==> config.mk <==
export PLATFORM = sky130hd
export DESIGN_NAME = router_input_fifo
export DESIGN_NICKNAME = d
export VERILOG_FILES = /design/src/rtl/router_input_fifo.sv
export SDC_FILE = /design/constraint.sdc
export NUM_CORES = 1
export LEC_CHECK = 0
export ABC_AREA = 1
export ABC_CLOCK_PERIOD_IN_PS = 10260
export CAP_MARGIN = 20
export CORE_ASPECT_RATIO = 0.7
export CORE_MARGIN = 4
export CORE_UTILIZATION = 30
export DETAILED_ROUTE_END_ITERATION = 8
export SLEW_MARGIN = 0
export SYNTH_ARGS = -nofsm -noshare
export SYNTH_HDL_FRONTEND = slang
export SYNTH_SLANG_ARGS = --single-unit
==> constraint.sdc <==
create_clock -name clk -period 10.26 [get_ports clk]
set_input_delay 1.539 -clock clk [delete_from_list [all_inputs] [get_ports clk]]
set_output_delay 1.539 -clock clk [all_outputs]
set_load 0.1 [all_outputs]
==> src/rtl/router_input_fifo.sv <==
// router_input_fifo: per-port input buffer of the mesh router.
// RTS/CTS write side, first-word fall-through head, pop on any arbiter grant.
`default_nettype none

module router_input_fifo #(
  parameter int DATA_WIDTH = 32,
  parameter int DEPTH      = 4
) (
  input  logic                         clk,
  input  logic                         rst,
  input  logic [DATA_WIDTH-1:0]        RX,
  input  logic                         DRTS,
  output logic                         CTS,
  input  logic                         read_en_N,
  input  logic                         read_en_E,
  input  logic                         read_en_W,
  input  logic                         read_en_S,
  input  logic                         read_en_L,
  output logic [DATA_WIDTH-1:0]        Data_out,
  output logic                         empty,
  output logic                         full,
  output logic [$clog2(DEPTH):0]       count,
  output logic                         multi_read_err
);

  localparam int AW = $clog2(DEPTH);
  localparam int CW = AW + 1;

  logic [DATA_WIDTH-1:0] mem_q [DEPTH];
  logic [AW-1:0]         rd_ptr_q, rd_ptr_d;
  logic [AW-1:0]         wr_ptr_q, wr_ptr_d;
  logic [CW-1:0]         count_q, count_d;
  logic                  cts_q, cts_d;
  logic                  err_q, err_d;

  logic                  write_en;
  logic                  read_do;
  logic                  any_rd;
  logic [2:0]            num_rd;

  assign empty = (count_q == '0);
  assign full  = (count_q == CW'(DEPTH));

  assign any_rd = read_en_N | read_en_E | read_en_W | read_en_S | read_en_L;
  assign num_rd = {2'b00, read_en_N} + {2'b00, read_en_E} + {2'b00, read_en_W}
                + {2'b00, read_en_S} + {2'b00, read_en_L};

  // Full is judged on the pre-pop occupancy, so a pop never frees a slot in the same cycle.
  assign write_en = DRTS & ~cts_q & ~full;
  assign read_do  = any_rd & ~empty;

  always_comb begin
    rd_ptr_d = rd_ptr_q;
    wr_ptr_d = wr_ptr_q;
    count_d  = count_q;
    cts_d    = write_en;
    err_d    = err_q | (num_rd > 3'd1);
    if (write_en) wr_ptr_d = wr_ptr_q + AW'(1);
    if (read_do)  rd_ptr_d = rd_ptr_q + AW'(1);
    case ({write_en, read_do})
      2'b10:   count_d = count_q + CW'(1);
      2'b01:   count_d = count_q - CW'(1);
      default: count_d = count_q;
    endcase
  end

  always_ff @(posedge clk) begin
    if (rst) begin
      rd_ptr_q <= '0;
      wr_ptr_q <= '0;
      count_q  <= '0;
      cts_q    <= 1'b0;
      err_q    <= 1'b0;
      for (int i = 0; i < DEPTH; i++) mem_q[i] <= '0;
    end else begin
      rd_ptr_q <= rd_ptr_d;
      wr_ptr_q <= wr_ptr_d;
      count_q  <= count_d;
      cts_q    <= cts_d;
      err_q    <= err_d;
      if (write_en) mem_q[wr_ptr_q] <= RX;
    end
  end

  assign CTS            = cts_q;
  assign Data_out       = mem_q[rd_ptr_q];
  assign count          = count_q;
  assign multi_read_err = err_q;

endmodule

`default_nettype wire

==> results.txt <==
----------------------------------------------------
[Detailed routing]
  Total number of vias ... 4440
  # DRC ... 0
  Via density per instance ... 4.563
  Starting DRC count in detailed routing ... 368
  Number of detailed-route iterations in the first pass ... 5
  Detailed-route wire length ... 15600 um
  Remaining number of nets flagged by the antenna check after routing ... 0
  WL/cell ... 16.03 um

[Clock network]
  Hold buffer count at cts ... 0
  CTS tree ... yes
  Number of setup buffers added after CTS ... 0
  Clock insertion delay at the later pin of the skew report ... 0.41 ns
  # clock sinks ... 139
  CTS H-Tree Depth ... 4
  Number of instances resized during post-cts repair ... 0
  Maximum clock path buffer count ... 2
  Cell at the root of the clock tree ... sky130_fd_sc_hd__clkbuf_16
  Clock transition at the register clock pins on the worst setup and hold paths after CTS ... 0.06 ns
  Clock buffer count from CTS ... 17

[STA]
  Unrepaired setup endpoints after global routing ... false
  Max Clock Skew ... 0.009647 ns
  Total of endpoints with negative setup slack in the final report ... 0
  Achievable Freq ... 202.3 MHz
  Normalized max-slew margin ... 31.11%
  Min cycle time layout ... 4.943 ns
  Final Hold Vio Count ... 0
  Worst hold-check slack ... 0.4874 ns
  Final max-slew violation count ... 0
  Final setup TNS ... 0 ns
  Final critical-path share of the clock period ... 48.18%
  Tightest Pin Transition ... 1.033 ns

[Finish]
  Share of final-layout standard cells stronger than drive strength 1 ... 14.76%
  N_diodes ... 0
  Number of nets at the end of the flow ... 723
  End-of-flow core utilization ... 38.38%
  Post-route insts no fill ... 973
  Area growth from synthesis to final layout ... 25.48%

[Floorplan]
  Core Region ... 21730 sq um
  Initial Util ... 30.59%
  Die area ... 24640 sq um
  Core Rows ... 45
  DIE HEIGHT ... 132.5 um
  DIE WIDTH ... 185.9 um
  Total I/O pin count ... 79

[Job]
  Max-capacitance violation count ... 0

[Min path]
  Class of the worst hold path ... reg -> reg

[Critical path]
  Type of destination of the critical path ... primary output
  Worst reg2reg setup slack ... 7.64 ns
  Required time worst endpoint ... 8.72 ns
  Total buffers and inverters traversed by the critical path ... 4
  Setup crit start kind ... flip-flop
  Arrival time at the worst endpoint ... 3.40 ns
  CP Cell Sequence ... buf_16 > inv_1 > buf_8 > o21ai_0 > o22ai_1 > clkdlybuf4s50_1
  Cell with the largest stage delay on the worst path ... sky130_fd_sc_hd__clkdlybuf4s50_1
  Maximum cell stage delay along the critical path ... 1.21 ns
  Type of the worst setup path ... reg -> out
  Kind of cell with the highest combined delay on the critical path ... buffers and inverters
  CP max FO ... 23

[Yosys]
  Number of warning messages in the yosys log ... 0
  Portion of the post-synthesis area used by sequential elements ... 61.13%
  Synthesized area per cell ... 10.97 sq um
  Post-synth design cell area ... 6648 sq um
  Post-Syn Instances ... 606
  Syn_nets ... 651
  Post-synthesis cell type count ... 25
  Register bit total from synthesis ... 139

[GRT]
  Pin count of the biggest net entering global routing ... 65
  GRT Total Usage ... 12.98%
  Number of global-route vias before repair ... 4447
  Remaining global-route overflow ... 0
  Number of antenna violations at the first check in global routing ... 0
  Wire length of the first global-routing pass ... 24510 um

[Placement]
  Number of placed instances with taps included ... 936
  Final weighted congestion in routability-driven placement ... 0.7264
  # port buffers ... 78
  Post-DP HPWL ... 9120 um

[Status]
  Result of the run ... complete, no violations

----------------------------------------------------
[cells by family after synthesis]
logic type	Yosys count	share of synthesized area [%]
AOI/OAI and AO/OA	108	8.752
and+or+nand+nor	228	20.87
adders and majority gates	5	1.167
buffers and inverters	126	8.075
DFF	139	61.13
[metal layers]
layer / track usage, % / share of wire [%] / vias to the layer above
met5: 0 / 0 / -
met4: 2.994 / 0.48 / 0
met3: 3.215 / 6.4 / 8
met2: 19.22 / 45 / 145
met1: 19.19 / 48 / 2087
li1: - / - / 2200
[final cells by class]
class,count,area [sq um]
Multi-Input combinational cell,341,2088
Clock buffer,22,444.2
Inverter,90,337.8
Fill cell,2115,13390
Sequential cell,139,4066
Timing Repair Buffer,89,928.4
Tap cell,282,352.8
Clock inverter,10,123.9
[stage by stage]
stage          setup WS (ns)  cell area [sq um]
6_report               5.317               8342
3_3_place_gp           5.289               7671
2_1_floorplan          5.593               6648
4_1_cts                4.787               8239
3_5_place_dp           5.252               7671
5_1_grt                5.211               8342
[cells in the final DEF (no fill, tap or decap), types with 2 or more instances in the layout]
cell type                         Yosys  routed
sky130_fd_sc_hd__nor2_1             145     144
sky130_fd_sc_hd__edfxtp_1           128     128
sky130_fd_sc_hd__clkdlybuf4s50_1      0      78
sky130_fd_sc_hd__o21ai_0             71      68
sky130_fd_sc_hd__inv_1               61      61
sky130_fd_sc_hd__o22ai_1             32      32
sky130_fd_sc_hd__nor3_1              32      32
sky130_fd_sc_hd__inv_2               29      29
sky130_fd_sc_hd__nor2_8              27      27
sky130_fd_sc_hd__clkbuf_16            0      17
sky130_fd_sc_hd__nand2_1             16      16
sky130_fd_sc_hd__dfxtp_1             11       9
sky130_fd_sc_hd__buf_4                1       6
sky130_fd_sc_hd__clkbuf_1            21       5
sky130_fd_sc_hd__a21oi_1              4       4
sky130_fd_sc_hd__o21ai_4              0       3
sky130_fd_sc_hd__nand3_1              3       3
sky130_fd_sc_hd__ha_1                 3       3
sky130_fd_sc_hd__bufinv_16            0       3
sky130_fd_sc_hd__clkinv_2             0       3
sky130_fd_sc_hd__clkinv_1             0       3
sky130_fd_sc_hd__buf_12               3       3
sky130_fd_sc_hd__nor2_4               1       2
sky130_fd_sc_hd__fa_1                 2       2
sky130_fd_sc_hd__dfxtp_2              0       2
[synthesized netlist by cell type]
master	instances	share of area, %
sky130_fd_sc_hd__a21oi_1	4	0.30
sky130_fd_sc_hd__a31oi_1	1	0.094
sky130_fd_sc_hd__buf_1	2	0.11
sky130_fd_sc_hd__buf_12	3	0.90
sky130_fd_sc_hd__buf_2	9	0.68
sky130_fd_sc_hd__buf_4	1	0.11
sky130_fd_sc_hd__clkbuf_1	21	1.2
sky130_fd_sc_hd__dfxtp_1	11	3.3
sky130_fd_sc_hd__edfxtp_1	128	58
sky130_fd_sc_hd__fa_1	2	0.60
sky130_fd_sc_hd__ha_1	3	0.56
sky130_fd_sc_hd__inv_1	61	3.4
sky130_fd_sc_hd__inv_2	29	1.6
sky130_fd_sc_hd__nand2_1	16	0.90
sky130_fd_sc_hd__nand2_4	1	0.17
sky130_fd_sc_hd__nand3_1	3	0.23
sky130_fd_sc_hd__nand3_4	1	0.26
sky130_fd_sc_hd__nand4_4	1	0.32
sky130_fd_sc_hd__nor2_1	145	8.2
sky130_fd_sc_hd__nor2_2	1	0.094
sky130_fd_sc_hd__nor2_4	1	0.17
sky130_fd_sc_hd__nor2_8	27	8.1
sky130_fd_sc_hd__nor3_1	32	2.4
sky130_fd_sc_hd__o21ai_0	71	5.3
sky130_fd_sc_hd__o22ai_1	32	3.0
[registers in the layout (all words and copies together), names as in the netlist, named ones only]
name            count
CTS                 1
mem_q             128
multi_read_err      1
rd_ptr_q            2
wr_ptr_q            2
count               3
[worst min-delay path, cell delays in order (launching register included)]
cell and delay, ns:
sky130_fd_sc_hd__dfxtp_1 0.31, sky130_fd_sc_hd__inv_1 0.05, sky130_fd_sc_hd__a31oi_1 0.08
[final timing paths]
| path | startpoint | to | cells after the start |
|---|---|---|---|
| worst max-delay path | flip-flop | Data_out[0] | 6 |
| worst min-delay path | multi_read_err | multi_read_err | 2 |
| worst max register to register | count[1] | mem_q[2][2] | 7 |
| worst min register to register | multi_read_err | multi_read_err | 2 |
Power is not shown: default switching activity piles up to over one toggle a cycle in this logic, so the estimate is an artifact.
